## config.mk

```make
export PLATFORM = sky130hd
export DESIGN_NAME = calc_sequencer
export DESIGN_NICKNAME = d
export VERILOG_FILES = /design/src/rtl/calc_sequencer.sv
export SDC_FILE = /design/constraint.sdc
export NUM_CORES = 1
export LEC_CHECK = 0
export ABC_AREA = 1
export BUFFER_PORTS_ARGS = -buffer_cell sky130_fd_sc_hd__buf_4
export CORE_MARGIN = 3
export CORE_UTILIZATION = 41
export DETAILED_ROUTE_END_ITERATION = 12
export PLACE_DENSITY = 0.7
export SYNTH_ARGS = -nofsm -noshare
export SYNTH_HDL_FRONTEND = slang
export SYNTH_SLANG_ARGS = --single-unit
```

## constraint.sdc

```tcl
create_clock -name clk_i -period 3 [get_ports clk_i]
set_clock_uncertainty 0.05 [all_clocks]
set_input_delay 0.3 -clock clk_i [delete_from_list [all_inputs] [get_ports clk_i]]
set_output_delay 0.3 -clock clk_i [all_outputs]
set_load 0.02 [all_outputs]
```

## src/rtl/calc_sequencer.sv

```systemverilog
// calc_sequencer: multi-cycle add/sub/mul/div sequencer; divider compiled in only when CALC_SEQ_DIV_EN is defined
module calc_sequencer (
  input  logic        clk_i,
  input  logic        rst_i,
  input  logic        start_i,
  input  logic [1:0]  op_i,
  input  logic [7:0]  a_i,
  input  logic [7:0]  b_i,
  output logic        busy_o,
  output logic        done_o,
  output logic [15:0] result_o,
  output logic        ovr_o,
  output logic        neg_o,
  output logic        zero_o,
  output logic        divzero_o
);
  typedef enum logic [1:0] {IDLE, EXEC, DONE} state_t;
  localparam logic [1:0] OP_ADD = 2'b00;
  localparam logic [1:0] OP_SUB = 2'b01;
  localparam logic [1:0] OP_MUL = 2'b10;
  localparam logic [1:0] OP_DIV = 2'b11;
  state_t      state_q, state_d;
  logic [3:0]  cnt_q, cnt_d;
  logic [1:0]  op_q, op_d;
  logic [15:0] a_q, a_d;
  logic [7:0]  b_q, b_d;
  logic [15:0] acc_q, acc_d;
  logic [15:0] res_q, res_d;
  logic        ovr_q, ovr_d, neg_q, neg_d, zero_q, zero_d, dz_q, dz_d;
  logic [7:0]  sum;
  logic [15:0] iter;
  logic [3:0]  last;
  logic        is_dz;
  logic        div_ovr;
`ifdef CALC_SEQ_DIV_EN
  logic [16:0] div_sh;
  logic [7:0]  div_rem;
  // one restoring-division step over {remainder, dividend/quotient}
  always_comb begin
    div_sh  = {acc_q, 1'b0};
    div_rem = div_sh[15:8] - b_q;
  end
  assign is_dz   = (op_q == OP_DIV) && (b_q == 8'h00);
  assign div_ovr = 1'b0;
  assign last    = (op_q == OP_MUL || (op_q == OP_DIV && !is_dz)) ? 4'd8 : 4'd1;
`else
  assign is_dz   = 1'b0;
  assign div_ovr = 1'b1;
  assign last    = (op_q == OP_MUL) ? 4'd8 : 4'd1;
`endif
  // datapath value produced by one EXEC iteration of the captured operation
  always_comb begin
    sum  = op_q[0] ? a_q[7:0] - b_q : a_q[7:0] + b_q;
    iter = {{8{sum[7]}}, sum};
    if (op_q == OP_MUL) iter = acc_q + (b_q[0] ? a_q : 16'h0000);
`ifdef CALC_SEQ_DIV_EN
    if (op_q == OP_DIV) iter = is_dz ? {a_q[7:0], 8'hFF} : (div_sh[16:8] >= {1'b0, b_q}) ? {div_rem, div_sh[7:1], 1'b1} : div_sh[15:0];
`else
    if (op_q == OP_DIV) iter = 16'h0000;
`endif
  end
  // next-state, operand capture, iteration and result commit on entry to DONE
  always_comb begin
    state_d = state_q;
    cnt_d   = cnt_q;
    op_d    = op_q;
    a_d     = a_q;
    b_d     = b_q;
    acc_d   = acc_q;
    res_d   = res_q;
    ovr_d   = ovr_q;
    neg_d   = neg_q;
    zero_d  = zero_q;
    dz_d    = dz_q;
    case (state_q)
      IDLE: if (start_i) begin
        state_d = EXEC;
        cnt_d   = 4'd0;
        op_d    = op_i;
        a_d     = {8'h00, a_i};
        b_d     = b_i;
        acc_d   = (op_i == OP_DIV) ? {8'h00, a_i} : 16'h0000;
      end
      EXEC: if (cnt_q == last) begin
        state_d = DONE;
        res_d   = acc_q;
        ovr_d   = (op_q == OP_ADD) ? (a_q[7] == b_q[7]) && (acc_q[7] != a_q[7]) :
                  (op_q == OP_SUB) ? (a_q[7] != b_q[7]) && (acc_q[7] != a_q[7]) :
                  (op_q == OP_MUL) ? |acc_q[15:8] : div_ovr;
        neg_d   = !op_q[1] && acc_q[7];
        zero_d  = (acc_q == 16'h0000) && !(op_q == OP_DIV && div_ovr);
        dz_d    = is_dz;
      end else begin
        cnt_d = cnt_q + 4'd1;
        acc_d = iter;
        a_d   = (op_q == OP_MUL) ? {a_q[14:0], 1'b0} : a_q;
        b_d   = (op_q == OP_MUL) ? {1'b0, b_q[7:1]} : b_q;
      end
      DONE: state_d = IDLE;
      default: state_d = IDLE;
    endcase
  end
  // state and datapath registers, cleared asynchronously by reset
  always_ff @(posedge clk_i or posedge rst_i) begin
    if (rst_i) begin
      state_q <= IDLE;
      cnt_q   <= 4'd0;
      op_q    <= 2'b00;
      a_q     <= 16'h0000;
      b_q     <= 8'h00;
      acc_q   <= 16'h0000;
      res_q   <= 16'h0000;
      ovr_q   <= 1'b0;
      neg_q   <= 1'b0;
      zero_q  <= 1'b0;
      dz_q    <= 1'b0;
    end else begin
      state_q <= state_d;
      cnt_q   <= cnt_d;
      op_q    <= op_d;
      a_q     <= a_d;
      b_q     <= b_d;
      acc_q   <= acc_d;
      res_q   <= res_d;
      ovr_q   <= ovr_d;
      neg_q   <= neg_d;
      zero_q  <= zero_d;
      dz_q    <= dz_d;
    end
  end
  assign busy_o    = state_q != IDLE;
  assign done_o    = state_q == DONE;
  assign result_o  = res_q;
  assign ovr_o     = ovr_q;
  assign neg_o     = neg_q;
  assign zero_o    = zero_q;
  assign divzero_o = dz_q;
endmodule

```

==> flow_summary.json <==
{
  "clock_path_buffers": 2,
  "area_growth_pct": 15.3,
  "syn_avg_cell_area_um2": 6.80,
  "instances_no_fill": 880,
  "grt_max_degree": 48,
  "path_delay_family": "simple AND/OR/NAND/NOR gates",
  "cp.required_ns": 3.15,
  "postRouteAntennaNets": 0,
  "wl_per_cell_um": 13.2,
  "cp_num_buf_inv": 4,
  "syn-instance-count": 695,
  "crit_arrival_ns": 2.77,
  "hold_viol_final": 0,
  "grt_use_met2_pct": 30.4,
  "die_y_um": 113,
  "synth-main-ff-cell": "dfrtp_1",
  "drt_wl_total_um": 11600,
  "ir_drop_mv": 0.641,
  "clockRootBuffer": "clkbuf_16",
  "initial_core_util_pct": 42.8,
  "crit_slowest_cell": "dfrtp_1",
  "die_w_um": 113,
  "placed_cells": 863,
  "cpPeakStageDelay_ns": 0.39,
  "pwr-share-comb_pct": 62.6,
  "synth_commonest_cells": "nand2_1, inv_1, dfrtp_1",
  "die-area_um2": 12900,
  "holdPathStages": 3,
  "hpwl_um": 9110,
  "antenna_found_initial": 0,
  "grt_pass1_wl_um": 19900,
  "async_reset_ff_share_pct": 100,
  "io_pins": 43,
  "antenna_cells": 0,
  "grt_busiest_layer": "met2",
  "r2r_setup_slack_ns": 0.38,
  "setup_viol": 0,
  "drc_errors": 0,
  "fin_crit_ns": 2.62,
  "tritoncts": "built",
  "hold-path-endpoint": "b_q[7]",
  "final.setup.tns_ns": 0,
  "cts_inserted_buffers": 9,
  "whs_ns": 0.114,
  "clockPowerShare_pct": 14.2,
  "worstSetupStartpoint": "b_q[1]",
  "max_clock_freq_ghz": 0.381,
  "clock_sinks": 67,
  "outcome": "finished clean",
  "cts_post_setup_buffers_inserted": 0,
  "p_sw_share_pct": 51.1,
  "start_kind": "flip-flop",
  "clk_pin_slew_ns": 0.06,
  "path_cells": "inv_1 -> ha_1 -> inv_1 -> nor3_1 -> a31oi_1 -> xor2_1 -> inv_1 -> ha_1 -> nand2_1 -> inv_1 -> a21oi_1 -> nand2_1 -> nand3_1 -> nand3_4 -> nand3_1 -> o21ai_0",
  "period_share_pct": 87.4,
  "synth_fp_nets": 743,
  "dr.pass1.iters": 5,
  "yosysTopAreaCellShare_pct": 35.5,
  "nets": 783,
  "clk_latency_ns": 0.33,
  "p_seq_share_pct": 23.2,
  "synthDistinctLibCells": 38,
  "yosys-top-cells-area": "dfrtp_1, nand2_1, inv_1, ha_1, nand3_1",
  "grt_overflow": 0,
  "finalMaxSlewViolations": 0,
  "min_path_type": "primary input to flip-flop",
  "grt_usage_pct": 19.0,
  "synth-seq-cells": 67,
  "worstMarginPinSlew_ns": 1.19,
  "yosysWarningCount": 0,
  "viasPerCell": 4.98,
  "port_buffers": 41,
  "yosysMostFrequentCell": "nand2_1",
  "synth_edf_count": 0,
  "slew_headroom_pct": 20.3,
  "power.leakage_nw": 2.99,
  "p_int_mw": 3.40,
  "worstReg2RegStart": "b_q[1]",
  "num_vias": 4385,
  "worst_setup_path_end_kind": "flip-flop",
  "synth_area_leader_cell": "dfrtp_1",
  "coreArea_um2": 11000,
  "fillers": 1118,
  "r2r-end": "acc_q[8]",
  "final_layout_size_suffix_gt1_share_pct": 11.6,
  "cp_max_fo": 9,
  "crit_top_cell": "inv_1",
  "min_from": "b_i[7]",
  "ff2ff_path_depth": 16,
  "detail_route.iter0.violations": 276,
  "met1_usage_pct": 25.7,
  "grt_pass1_vias": 4206,
  "path_class": "flip-flop to flip-flop",
  "rsz0062_at_grt": "no",
  "netSwitchingPower_mw": 3.55,
  "cap_viol_max_count": 0,
  "power.density_nw_per_um2": 1280,
  "routabilityCongestion": 0.949,
  "synthesis.area_um2": 4730,
  "rows": 38,
  "htreeDepth": 3,
  "ys_seq_area_share_pct": 35.5,
  "met3_usage_pct": 3.74
}
[layer usage]
layer / vias up / wire [um]
met5: - / 0
met4: 0 / 267
met3: 23 / 674
met2: 116 / 5090
met1: 1978 / 5540
li1: 2268 / -
[power by group through the flow]
stage / Clock (mW) / Sequential [mW] / Combinational [mW]
after floorplan: 0 / 1.63 / 3.24
after global placement: 0 / 1.61 / 4.22
after detailed placement: 0 / 1.63 / 4.27
after CTS: 1.00 / 1.61 / 4.29
after global routing: 1.05 / 1.66 / 4.97
final: 0.986 / 1.62 / 4.35
[how the worst max path moves through the flow]
| stage | end | depth (start not counted) |
|---|---|---|
| 2_1_floorplan | acc_q[8] | 17 |
| 3_3_place_gp | acc_q[8] | 16 |
| 3_5_place_dp | acc_q[8] | 16 |
| 4_1_cts | acc_q[8] | 16 |
| 5_1_grt | acc_q[8] | 16 |
| 6_report | acc_q[8] | 16 |
[final cells by class]
type / count / area (um2) / area share [%]
multi-input cells: 492 / 2510 / 46.2
flip-flops and latches: 67 / 1680 / 30.8
inverters: 118 / 444 / 8.16
repair buffers: 47 / 355 / 6.52
clock buffers: 12 / 256 / 4.71
well taps: 140 / 175 / 3.22
clock inverters: 4 / 25.0 / 0.459
[logic make-up (layout without fill, tap and decap cells)]
kind of cell,Yosys count,after routing,synth area share [%]
flops,67,67,35.5
simple gates,358,358,31.9
fa+ha+maj,27,27,7.47
buf+inv,136,181,11.8
compound gates,95,95,11.3
xor+xnor,11,11,2.04
other cells,1,1,0.0794
[cell usage in the layout, fill, tap and decap left out, types with 2 or more instances in the layout]
| master | n |
|---|---|
| nand2b_1 | 2 |
| fa_1 | 2 |
| nand2_1 | 232 |
| a21oi_2 | 8 |
| a22oi_1 | 2 |
| clkinv_2 | 3 |
| nand3_1 | 52 |
| clkinvlp_4 | 2 |
| and2_1 | 2 |
| clkbuf_16 | 9 |
| ha_1 | 25 |
| inv_1 | 112 |
| xnor2_1 | 6 |
| o21ai_1 | 28 |
| a21oi_1 | 17 |
| buf_4 | 46 |
| o21ai_2 | 2 |
| dfrtp_1 | 67 |
| inv_2 | 5 |
| nand2_4 | 2 |
| nor3_1 | 5 |
| clkbuf_8 | 2 |
| xor2_1 | 5 |
| o211ai_1 | 3 |
| nor2_1 | 45 |
| nand4_1 | 11 |
| o21ai_0 | 31 |
[sequential cells by signal, summed over array words and instances, names as in the netlist]
name / flops
ovr_o: 1
a_q: 16
op_q: 2
neg_o: 1
zero_o: 1
b_q: 8
acc_q: 16
result_o: 16
state_q: 2
cnt_q: 4
[worst reg2reg max path, delay by kind of cell (launching register included)]
| kind | cells | cell delay, ns |
|---|---|---|
| flops | 1 | 0.39 |
| compound gates | 3 | 0.35 |
| xor+xnor | 1 | 0.14 |
| simple gates | 6 | 0.77 |
| fa+ha+maj | 2 | 0.52 |
| buf+inv | 4 | 0.28 |
[through the flow]
stage,util (%),setup WS [ns],total power [mW],area [um2]
5_1_grt,49.4,0.0774,7.68,5450
3_5_place_dp,46.6,0.224,5.90,5140
6_report,49.4,0.378,6.95,5450
2_1_floorplan,-,0.395,4.87,4730
3_3_place_gp,46.6,0.338,5.83,5140
4_1_cts,49.3,0.198,6.91,5430
[what timing repair did]
item	CTS	global route
hold endpoints to repair	20	0
resized for setup	0	2
hold buffers	1	0
endpoints found under the setup margin	0	9
Power figures use the tool's default switching activity.
